`src/rtl/scanner_link_pkg.sv`:
```
// scanner_link_pkg
//   Definitions shared by the scanner link transmitter and receiver:
//   command codes, fill-status encodings and the receiver state enum.
package scanner_link_pkg;

  // Command frame codes
  localparam logic [7:0] CMD_READY_TO_TRANSFER = 8'd2;  // scanner at 80%
  localparam logic [7:0] CMD_START_SCANNING    = 8'd3;  // scanner at 90%
  localparam logic [7:0] CMD_BUFFER_FULL       = 8'd4;  // scanner at 100%
  localparam logic [7:0] CMD_DATA_TRANSFER     = 8'd7;  // one payload frame follows

  // fill_status encodings
  localparam logic [1:0] FILL_BELOW_80 = 2'd0;
  localparam logic [1:0] FILL_80       = 2'd1;
  localparam logic [1:0] FILL_90       = 2'd2;
  localparam logic [1:0] FILL_FULL     = 2'd3;

  // Receiver frame-decode state: expecting a command, or a payload frame
  typedef enum logic {
    S_CMD  = 1'b0,
    S_DATA = 1'b1
  } link_state_t;

endpackage

```
`src/rtl/link_sync_edge.sv`:
```
// link_sync_edge
//   Brings the asynchronous ser_clk/ser_data pair into the clk domain.
//   Both lines go through identical SYNC_STAGES-deep flop chains, so the
//   data bit presented alongside the edge strobe is the one that was stable
//   at the ser_clk rising edge.
// Ports:
//   clk, rst   system clock, synchronous active-high reset
//   ser_clk    link clock (async, at most clk/4)
//   ser_data   link data
//   sync_data  synchronized data bit
//   clk_rise   one-cycle strobe on a synchronized ser_clk rising edge
module link_sync_edge #(
  parameter int SYNC_STAGES = 2
) (
  input  logic clk,
  input  logic rst,
  input  logic ser_clk,
  input  logic ser_data,
  output logic sync_data,
  output logic clk_rise
);

  logic [SYNC_STAGES-1:0] clk_sync_reg;
  logic [SYNC_STAGES-1:0] data_sync_reg;
  logic                   clk_d_reg;

  always_ff @(posedge clk) begin
    if (rst) begin
      clk_sync_reg  <= '0;
      data_sync_reg <= '0;
      clk_d_reg     <= 1'b0;
    end else begin
      clk_sync_reg  <= {clk_sync_reg[SYNC_STAGES-2:0], ser_clk};
      data_sync_reg <= {data_sync_reg[SYNC_STAGES-2:0], ser_data};
      clk_d_reg     <= clk_sync_reg[SYNC_STAGES-1];
    end
  end

  assign sync_data = data_sync_reg[SYNC_STAGES-1];
  assign clk_rise  = clk_sync_reg[SYNC_STAGES-1] & ~clk_d_reg;

endmodule

```
`src/rtl/scanner_link_receiver.sv`:
```
// scanner_link_receiver
//   Receives 8-bit LSB-first frames from the scanner link and decodes them
//   into commands (2/3/4 update the fill level, 7 announces one payload
//   frame). A stalled link aborts the partial frame or pending payload.
// Ports:
//   clk, rst     system clock, synchronous active-high reset
//   ser_clk      link clock (async), ser_data link data
//   enable       receiver enable; when low, edges are ignored
//   cmd_valid    pulse: legal command received; cmd_code holds last one
//   data_valid   pulse: payload received; data_byte holds last one
//   frame_error  pulse: timeout or illegal command code
//   fill_status  0 <80%, 1 80%, 2 90%, 3 full
//   busy         a frame or payload is in progress
module scanner_link_receiver
  import scanner_link_pkg::*;
#(
  parameter int FRAME_BITS     = 8,
  parameter int SYNC_STAGES    = 2,
  parameter int TIMEOUT_CYCLES = 64
) (
  input  logic       clk,
  input  logic       rst,
  input  logic       ser_clk,
  input  logic       ser_data,
  input  logic       enable,
  output logic       cmd_valid,
  output logic [7:0] cmd_code,
  output logic       data_valid,
  output logic [7:0] data_byte,
  output logic       frame_error,
  output logic [1:0] fill_status,
  output logic       busy
);

  localparam int CNT_W = $clog2(FRAME_BITS);
  localparam int TO_W  = $clog2(TIMEOUT_CYCLES + 1);
  localparam logic [CNT_W-1:0] LAST_BIT = CNT_W'(FRAME_BITS - 1);
  localparam logic [TO_W-1:0]  TO_LAST  = TO_W'(TIMEOUT_CYCLES - 1);

  logic             sync_data;
  logic             clk_rise;
  logic             edge_seen;
  logic [7:0]       frame_word;
  logic             frame_last;
  logic             timeout_hit;

  link_state_t      state;
  logic [CNT_W-1:0] bit_cnt;
  logic [TO_W-1:0]  to_cnt;
  logic [7:0]       shreg;

  link_sync_edge #(
    .SYNC_STAGES(SYNC_STAGES)
  ) u_sync (
    .clk      (clk),
    .rst      (rst),
    .ser_clk  (ser_clk),
    .ser_data (ser_data),
    .sync_data(sync_data),
    .clk_rise (clk_rise)
  );

  assign edge_seen  = enable & clk_rise;
  // Word as it will be once the current bit is shifted in; decoding it in the
  // edge cycle lets the result pulse exactly one cycle later.
  assign frame_word = {sync_data, shreg[7:1]};
  assign frame_last = (bit_cnt == LAST_BIT);
  assign busy       = (bit_cnt != '0) || (state == S_DATA);
  // The counter's terminal step: the increment would reach TIMEOUT_CYCLES.
  // An edge in the same cycle takes priority and suppresses the abort.
  assign timeout_hit = busy && !edge_seen && (to_cnt == TO_LAST);

  always_ff @(posedge clk) begin
    if (rst) begin
      state       <= S_CMD;
      bit_cnt     <= '0;
      to_cnt      <= '0;
      shreg       <= '0;
      cmd_valid   <= 1'b0;
      cmd_code    <= '0;
      data_valid  <= 1'b0;
      data_byte   <= '0;
      frame_error <= 1'b0;
      fill_status <= FILL_BELOW_80;
    end else begin
      cmd_valid   <= 1'b0;
      data_valid  <= 1'b0;
      frame_error <= 1'b0;
      if (!enable) begin
        state   <= S_CMD;
        bit_cnt <= '0;
        to_cnt  <= '0;
      end else if (edge_seen) begin
        to_cnt <= '0;
        shreg  <= frame_word;
        if (frame_last) begin
          bit_cnt <= '0;
          case (state)
            S_CMD: begin
              case (frame_word)
                CMD_READY_TO_TRANSFER: begin
                  cmd_valid   <= 1'b1;
                  cmd_code    <= frame_word;
                  fill_status <= FILL_80;
                end
                CMD_START_SCANNING: begin
                  cmd_valid   <= 1'b1;
                  cmd_code    <= frame_word;
                  fill_status <= FILL_90;
                end
                CMD_BUFFER_FULL: begin
                  cmd_valid   <= 1'b1;
                  cmd_code    <= frame_word;
                  fill_status <= FILL_FULL;
                end
                CMD_DATA_TRANSFER: begin
                  cmd_valid <= 1'b1;
                  cmd_code  <= frame_word;
                  state     <= S_DATA;
                end
                default: frame_error <= 1'b1;
              endcase
            end
            S_DATA: begin
              // Payload is raw data: no code check
              data_byte   <= frame_word;
              data_valid  <= 1'b1;
              fill_status <= FILL_BELOW_80;
              state       <= S_CMD;
            end
            default: state <= S_CMD;
          endcase
        end else begin
          bit_cnt <= bit_cnt + CNT_W'(1);
        end
      end else if (!busy) begin
        to_cnt <= '0;
      end else if (timeout_hit) begin
        frame_error <= 1'b1;
        bit_cnt     <= '0;
        to_cnt      <= '0;
        shreg       <= '0;
        state       <= S_CMD;
      end else begin
        to_cnt <= to_cnt + TO_W'(1);
      end
    end
  end

endmodule

```
`config.mk`:
```
export PLATFORM = sky130hd
export DESIGN_NAME = scanner_link_receiver
export DESIGN_NICKNAME = d
export VERILOG_FILES = /design/src/rtl/scanner_link_pkg.sv /design/src/rtl/link_sync_edge.sv /design/src/rtl/scanner_link_receiver.sv
export SDC_FILE = /design/constraint.sdc
export NUM_CORES = 1
export LEC_CHECK = 0
export ABC_AREA = 1
export BUFFER_PORTS_ARGS = -buffer_cell sky130_fd_sc_hd__clkbuf_2
export CAP_MARGIN = 10
export CORE_MARGIN = 2
export CORE_UTILIZATION = 48
export DETAILED_ROUTE_END_ITERATION = 6
export PLACE_DENSITY_LB_ADDON = 0.1
export SLEW_MARGIN = 20
export SYNTH_ARGS = -nofsm -noshare
export SYNTH_HDL_FRONTEND = slang
export SYNTH_SLANG_ARGS = --single-unit
export TNS_END_PERCENT = 20
```
`constraint.sdc`:
```
create_clock -name clk -period 1.96 [get_ports clk]
set_input_delay 0.196 -clock clk [delete_from_list [all_inputs] [get_ports clk]]
set_output_delay 0.196 -clock clk [all_outputs]
set_load 0.03 [all_outputs]
```
==> results.toml, run 1 <==
[run_status]
status = "finished clean"

[synth]
syn_inst = 233
synth-main-ff-cell = "dfxtp_1"
synth_nets = 242
netlist_area_sq_um = 1840
synth_xor_area_share_pct = 0.953
synth.area.mux_share_pct = 0
synth_simple_gate_area_share_pct = 28.2
yosysUniqueCellTypes = 28
syn_avg_cell_area_sq_um = 7.89
yosys_warnings = 0
synth_compound_area_share_pct = 11.2
yosysSeqAreaShare_pct = 47.9
synth_edf_count = 0
async_reset_ff_share_pct = 0
ys_ff_latch = 44
synthAdderAreaFrac_pct = 2.72
synth_top_family_by_area = "simple AND/OR/NAND/NOR gates"

[route]
drt-total-wl_um = 3120
firstDrtPassIters = 4
vias = 1454
via_per_inst = 4.66
wl_per_cell_um = 10.0
drt-initial-drc-count = 48
route.detailed.drc = 0
antenna_left = 0

[cts]
cts_max_path_buffers = 2
cts_tree = "yes"
ctsRootBufferMaster = "clkbuf_8"
hold_buffers = 0
htree_levels = 2
cts_setup_buffers = 0
cts-buffers-inserted = 5
cts_sinks = 44
ctsResizeCount = 0
clk_latency_ns = 0.29
clk_pin_slew_ns = 0.08

[worst_hold_path]
hold_class = "in -> reg"

[power_and_ir_drop]
vdd_drop_max_uv = 505
p_leak_uw = 0.000969
power.density_nw_per_um2 = 759
p_total_uw = 1600

[sta]
worst_pin_slew_ns = 0.474
max_slew_margin_pct = 68.4
timing.final.crit_period_ns = 1.55
slew_violations = 0
min_period_over_period_pct = 79.1
fmaxAchievable_mhz = 645
rsz0062_at_grt = "false"
setup_viol = 0
finalSetupTns_ns = 0
worst_slack_ns = 0.410
hold_viol_final = 0
finalClockSkew_ns = 0.00667

[floorplan]
std_cell_rows = 22
die_h_um = 65.9
start_util_pct = 50.2
io_pins = 27
core_sq_um = 3660
die_width_um = 65.9
die_area_sq_um = 4340

[layout]
reg_top3 = "cmd_code (8), data_byte (8)"
nets = 272
antenna_cells = 0
syn_to_final_growth_pct = 14.5
multi_input_area_sq_um = 792
fillers = 370
regArea_sq_um = 881
drive_gt1_share_pct = 20.1

[place]
place_congestion = 0.733
io_buffers = 26
dp_slack_ns = 0.405
hpwl_um = 2350

[worst_setup_path]
worstReg2RegEnd = "shreg[2]"
cp.required_ns = 2.13
crit_start = "to_cnt[0]"
endpoint = "shreg[2]"
regToRegStartpoint = "to_cnt[0]"
reg2reg_depth = 8
crit_path_end_kind = "register"
cp-start-kind = "register"
worstSetupPathType = "reg -> reg"
r2r_setup_slack_ns = 0.41
worstPathArrival_ns = 1.72
crit_fanout = 7

[global_routing]
antenna_found_initial = 0
track_usage_pct = 17.0
grt_max_degree = 18
grt_pass1_vias = 1286
grt_pass1_wl_um = 5580
grt_overflow = 0

[job]
cap_viol_max_count = 0
[worst max-delay path, stage by stage, from the launching register on]
cell	delay, ns
dfxtp_1	0.36
ha_1	0.18
nand2_1	0.06
nor2_1	0.19
nand2_1	0.16
o21ai_2	0.22
nand2_2	0.13
nand2_1	0.08
a21oi_1	0.05
[area by class of cell]
type	instances	area share, %
flip-flops and latches	44	41.9
multi-input cells	151	37.6
inverters	35	6.36
repair buffers	26	6.18
clock buffers	6	3.45
well taps	48	2.85
clock inverters	2	1.66
[through the flow]
stage | std cells | hold WS (ns) | instance area, sq um | utilization (%)
finish | 312 | 0.0846 | 2100 | 57.5
CTS | 312 | 0.0714 | 2100 | 57.5
floorplan | 233 | 0.265 | 1840 | -
global placement | 304 | 0.389 | 2000 | 54.5
global route | 312 | 0.0892 | 2100 | 57.5
detailed placement | 304 | 0.392 | 2000 | 54.5
[logic make-up after synthesis]
logic type,count (synthesis)
xor gates and xnor gates,2
buffers and inverters,38
DFF,44
and+or+nand+nor,108
AOI/OAI and AO/OA,37
adders and majority gates,4
[how the worst min path moves through the flow]
| stage | start | depth (start not counted) | end |
|---|---|---|---|
| final | ser_data | 3 | u_sync.data_sync_reg[0] |
| after global routing | ser_data | 3 | u_sync.data_sync_reg[0] |
| after CTS | ser_data | 3 | u_sync.data_sync_reg[0] |
| after detailed placement | ser_data | 3 | u_sync.data_sync_reg[0] |
| after global placement | ser_data | 3 | u_sync.data_sync_reg[0] |
| after floorplan | rst | 1 | fill_status[1] |
[synth_stat cells (2+ instances only)]
cell	instances	area share, %
a21oi_1	21	5.7
a21oi_2	2	0.95
a31oi_1	2	0.68
clkinv_1	2	0.41
dfxtp_1	44	48
ha_1	4	2.7
inv_1	30	6.1
inv_2	2	0.41
nand2_1	46	9.4
nand2_2	3	1.0
nand3_1	15	4.1
nor2_1	34	6.9
nor2_2	2	0.68
nor2_8	2	2.2
nor3b_2	2	1.4
o21ai_0	8	2.2
o21ai_2	3	1.4
[power by group]
part | internal, uW | switching, uW | total (uW)
logic | 10.2 | 26.0 | 36.2
registers | 898 | 2.45 | 900
clock network | 378 | 284 | 662
[metal layers]
layer | track usage, % | part of all wire, % | wire [um] | vias to the layer above
met1 | 21.9 | 50 | 1560 | 632
met3 | 5.79 | 5.2 | 162 | 3
met4 | 7.03 | 0.87 | 27 | 0
li1 | - | - | - | 788
met2 | 25.8 | 44 | 1380 | 31
met5 | 0 | 0 | 0 | -
[layout by cell type (no fill, tap or decap), drive strengths merged, types with 3 or more instances in the layout]
cell type and instances:
nand3 16, a21oi 23, nor2 39, clkbuf 32, inv 33, clkinv 3
o21ai 12, dfxtp 44, ha 4, nand2 49
No activity file was read; power rests on OpenSTA's default activity.
==> inputs of run 2 (changes only) <==
==> constraint.sdc (replaced) <==
create_clock -name clk -period 1.45 [get_ports clk]
set_input_delay 0.145 -clock clk [delete_from_list [all_inputs] [get_ports clk]]
set_output_delay 0.145 -clock clk [all_outputs]
set_load 0.03 [all_outputs]
==> results.toml, run 2 (synthesis results as in run 1) <==
[route]
antenna_left = 0
firstDrtPassIters = 4
route.detailed.drc = 0
drt-initial-drc-count = 68
wl_per_cell_um = 10.4
vias = 1505
via_per_inst = 4.66
drt-total-wl_um = 3360

[worst_setup_path]
reg2reg_depth = 9
slowest_stage = "dfxtp_4"
crit_path_end_kind = "register"
crit_top_cell = "ha_4"
cp-start-kind = "register"
regToRegStartpoint = "bit_cnt[1]"
crit_fanout = 8
critPathMaxStageDelay_ns = 0.37
worstSetupPathType = "reg -> reg"
crit_start = "bit_cnt[1]"
crit_chain = "ha_4 > ha_4 > inv_2 > nor2_4 > clkinv_4 > nor2_8 > buf_12 > o21ai_1 > a21oi_1"
cp.required_ns = 1.68
worstReg2RegEnd = "data_byte[4]"
r2r_setup_slack_ns = -0.008
worstPathArrival_ns = 1.69

[cts]
ctsRootBufferMaster = "clkbuf_8"
cts_sinks = 44
clk_latency_ns = 0.29
cts_max_path_buffers = 2
cts_tree = "yes"
clk_pin_slew_ns = 0.08
hold_buffers = 0
cts-buffers-inserted = 5
htree_levels = 2

[floorplan]
std_cell_rows = 22
core_sq_um = 3660
die_area_sq_um = 4340
die_h_um = 65.9
die_width_um = 65.9
io_pins = 27
start_util_pct = 50.2

[global_routing]
antenna_found_initial = 0
grt_overflow = 0
grt_pass1_wl_um = 5800
grt_pass1_vias = 1300
grt_max_degree = 18
track_usage_pct = 17.7

[place]
place_congestion = 0.709
hpwl_um = 2360
io_buffers = 26

[sta]
min_period_over_period_pct = 101
timing.final.crit_period_ns = 1.46
slew_violations = 0
worst_slack_ns = -0.00808
max_slew_margin_pct = 59.3
fmaxAchievable_mhz = 686
rsz0062_at_grt = "true"
setup_viol = 2
hold_viol_final = 0
finalClockSkew_ns = 0.00458
worst_pin_slew_ns = 0.611
hold_ws_ns = 0.0309

[layout]
fin_util_pct = 62.6
reg_top3 = "cmd_code (8), data_byte (8)"
antenna_cells = 0
final_common_cell = "nand2_1"
drive_gt1_share_pct = 31.6
syn_to_final_growth_pct = 24.8
nets = 283
final_cell_mix = "nand2_1 (43), dfxtp_1 (39), nor2_1 (32)"

[run_status]
violations = "setup timing"
status = "finished, violations left"

[power_and_ir_drop]
power.density_nw_per_um2 = 893
vdd_drop_max_uv = 568
p_leak_uw = 0.00104

[job]
cap_viol_max_count = 0

[worst_hold_path]
worst_hold_startpoint = "ser_data"
hold_class = "in -> reg"
holdPathStages = 3
min_to = "u_sync.data_sync_reg[0]"
## run 2: cell count changes in the layout (fill, tap and decap cells not counted), sizes merged
cell | previous run | this run
inv | 33 | 32
bufinv | 1 | 0
clkinv | 3 | 5
buf | 0 | 10
nor2 | 39 | 40
## run 2: worst max path at each step
stage	slack (ns)	endpoint
final	-0.008	data_byte[4]
after global routing	-0.09	data_byte[1]
after CTS	-0.004	state
after detailed placement	-0.04	data_byte[4]
after global placement	-0.004	data_byte[5]
after floorplan	0.07	shreg[2]
## run 2: area by class of cell
type / instances / area (sq um)
tap: 48 / 60.1
clock inverter: 2 / 10.0
clock buffer: 6 / 82.6
multi-input combinational: 152 / 891
sequential: 44 / 892
timing repair buffer: 36 / 221
fill: 330 / 1370
inverter: 35 / 136
## run 2: layer usage
metal,up-vias,track usage (%),wire length [um]
met5,-,0,0
met4,0,7.81,57
met3,6,5.62,153
met2,31,27.4,1520
met1,653,22.4,1620
li1,815,-,-
## run 2: metrics by stage
step / std cells / total power [uW] / TNS [ns] / cell area, sq um / setup WS, ns
floorplan: 233 / 1280 / 0 / 1840 / 0.0745
global placement: 311 / 1300 / -0.00430 / 2050 / -0.00430
detailed placement: 311 / 1300 / -0.165 / 2050 / -0.0383
CTS: 322 / 2070 / -0.00414 / 2190 / -0.00414
global route: 323 / 2150 / -1.36 / 2290 / -0.0910
finish: 323 / 2050 / -0.00880 / 2290 / -0.00808
## run 2: worst max-delay path, delay by kind of cell, from the launching register on
kind | cells | cell delay [ns]
flip-flops | 1 | 0.37
buffers and inverters | 3 | 0.31
AND/OR/NAND/NOR | 2 | 0.27
adder cells (fa/ha/maj) | 2 | 0.26
AO/OA/AOI/OAI | 2 | 0.20
## run 2: power by group
part           switching [uW]  total (uW)  leakage, uW  internal, uW
sequential               3.69        1210     0.000358          1210
combinational            40.2        59.8     0.000635          19.6
clock                     394         774    0.0000510           380
total                     438        2050      0.00104          1610
## run 2: repair_timing
action                                  CTS  global route
gates cloned                              0             1
buffers inserted                          3             0
resized for setup                         6            31
endpoints found under the setup margin   16            30
pin swaps                                 3            11
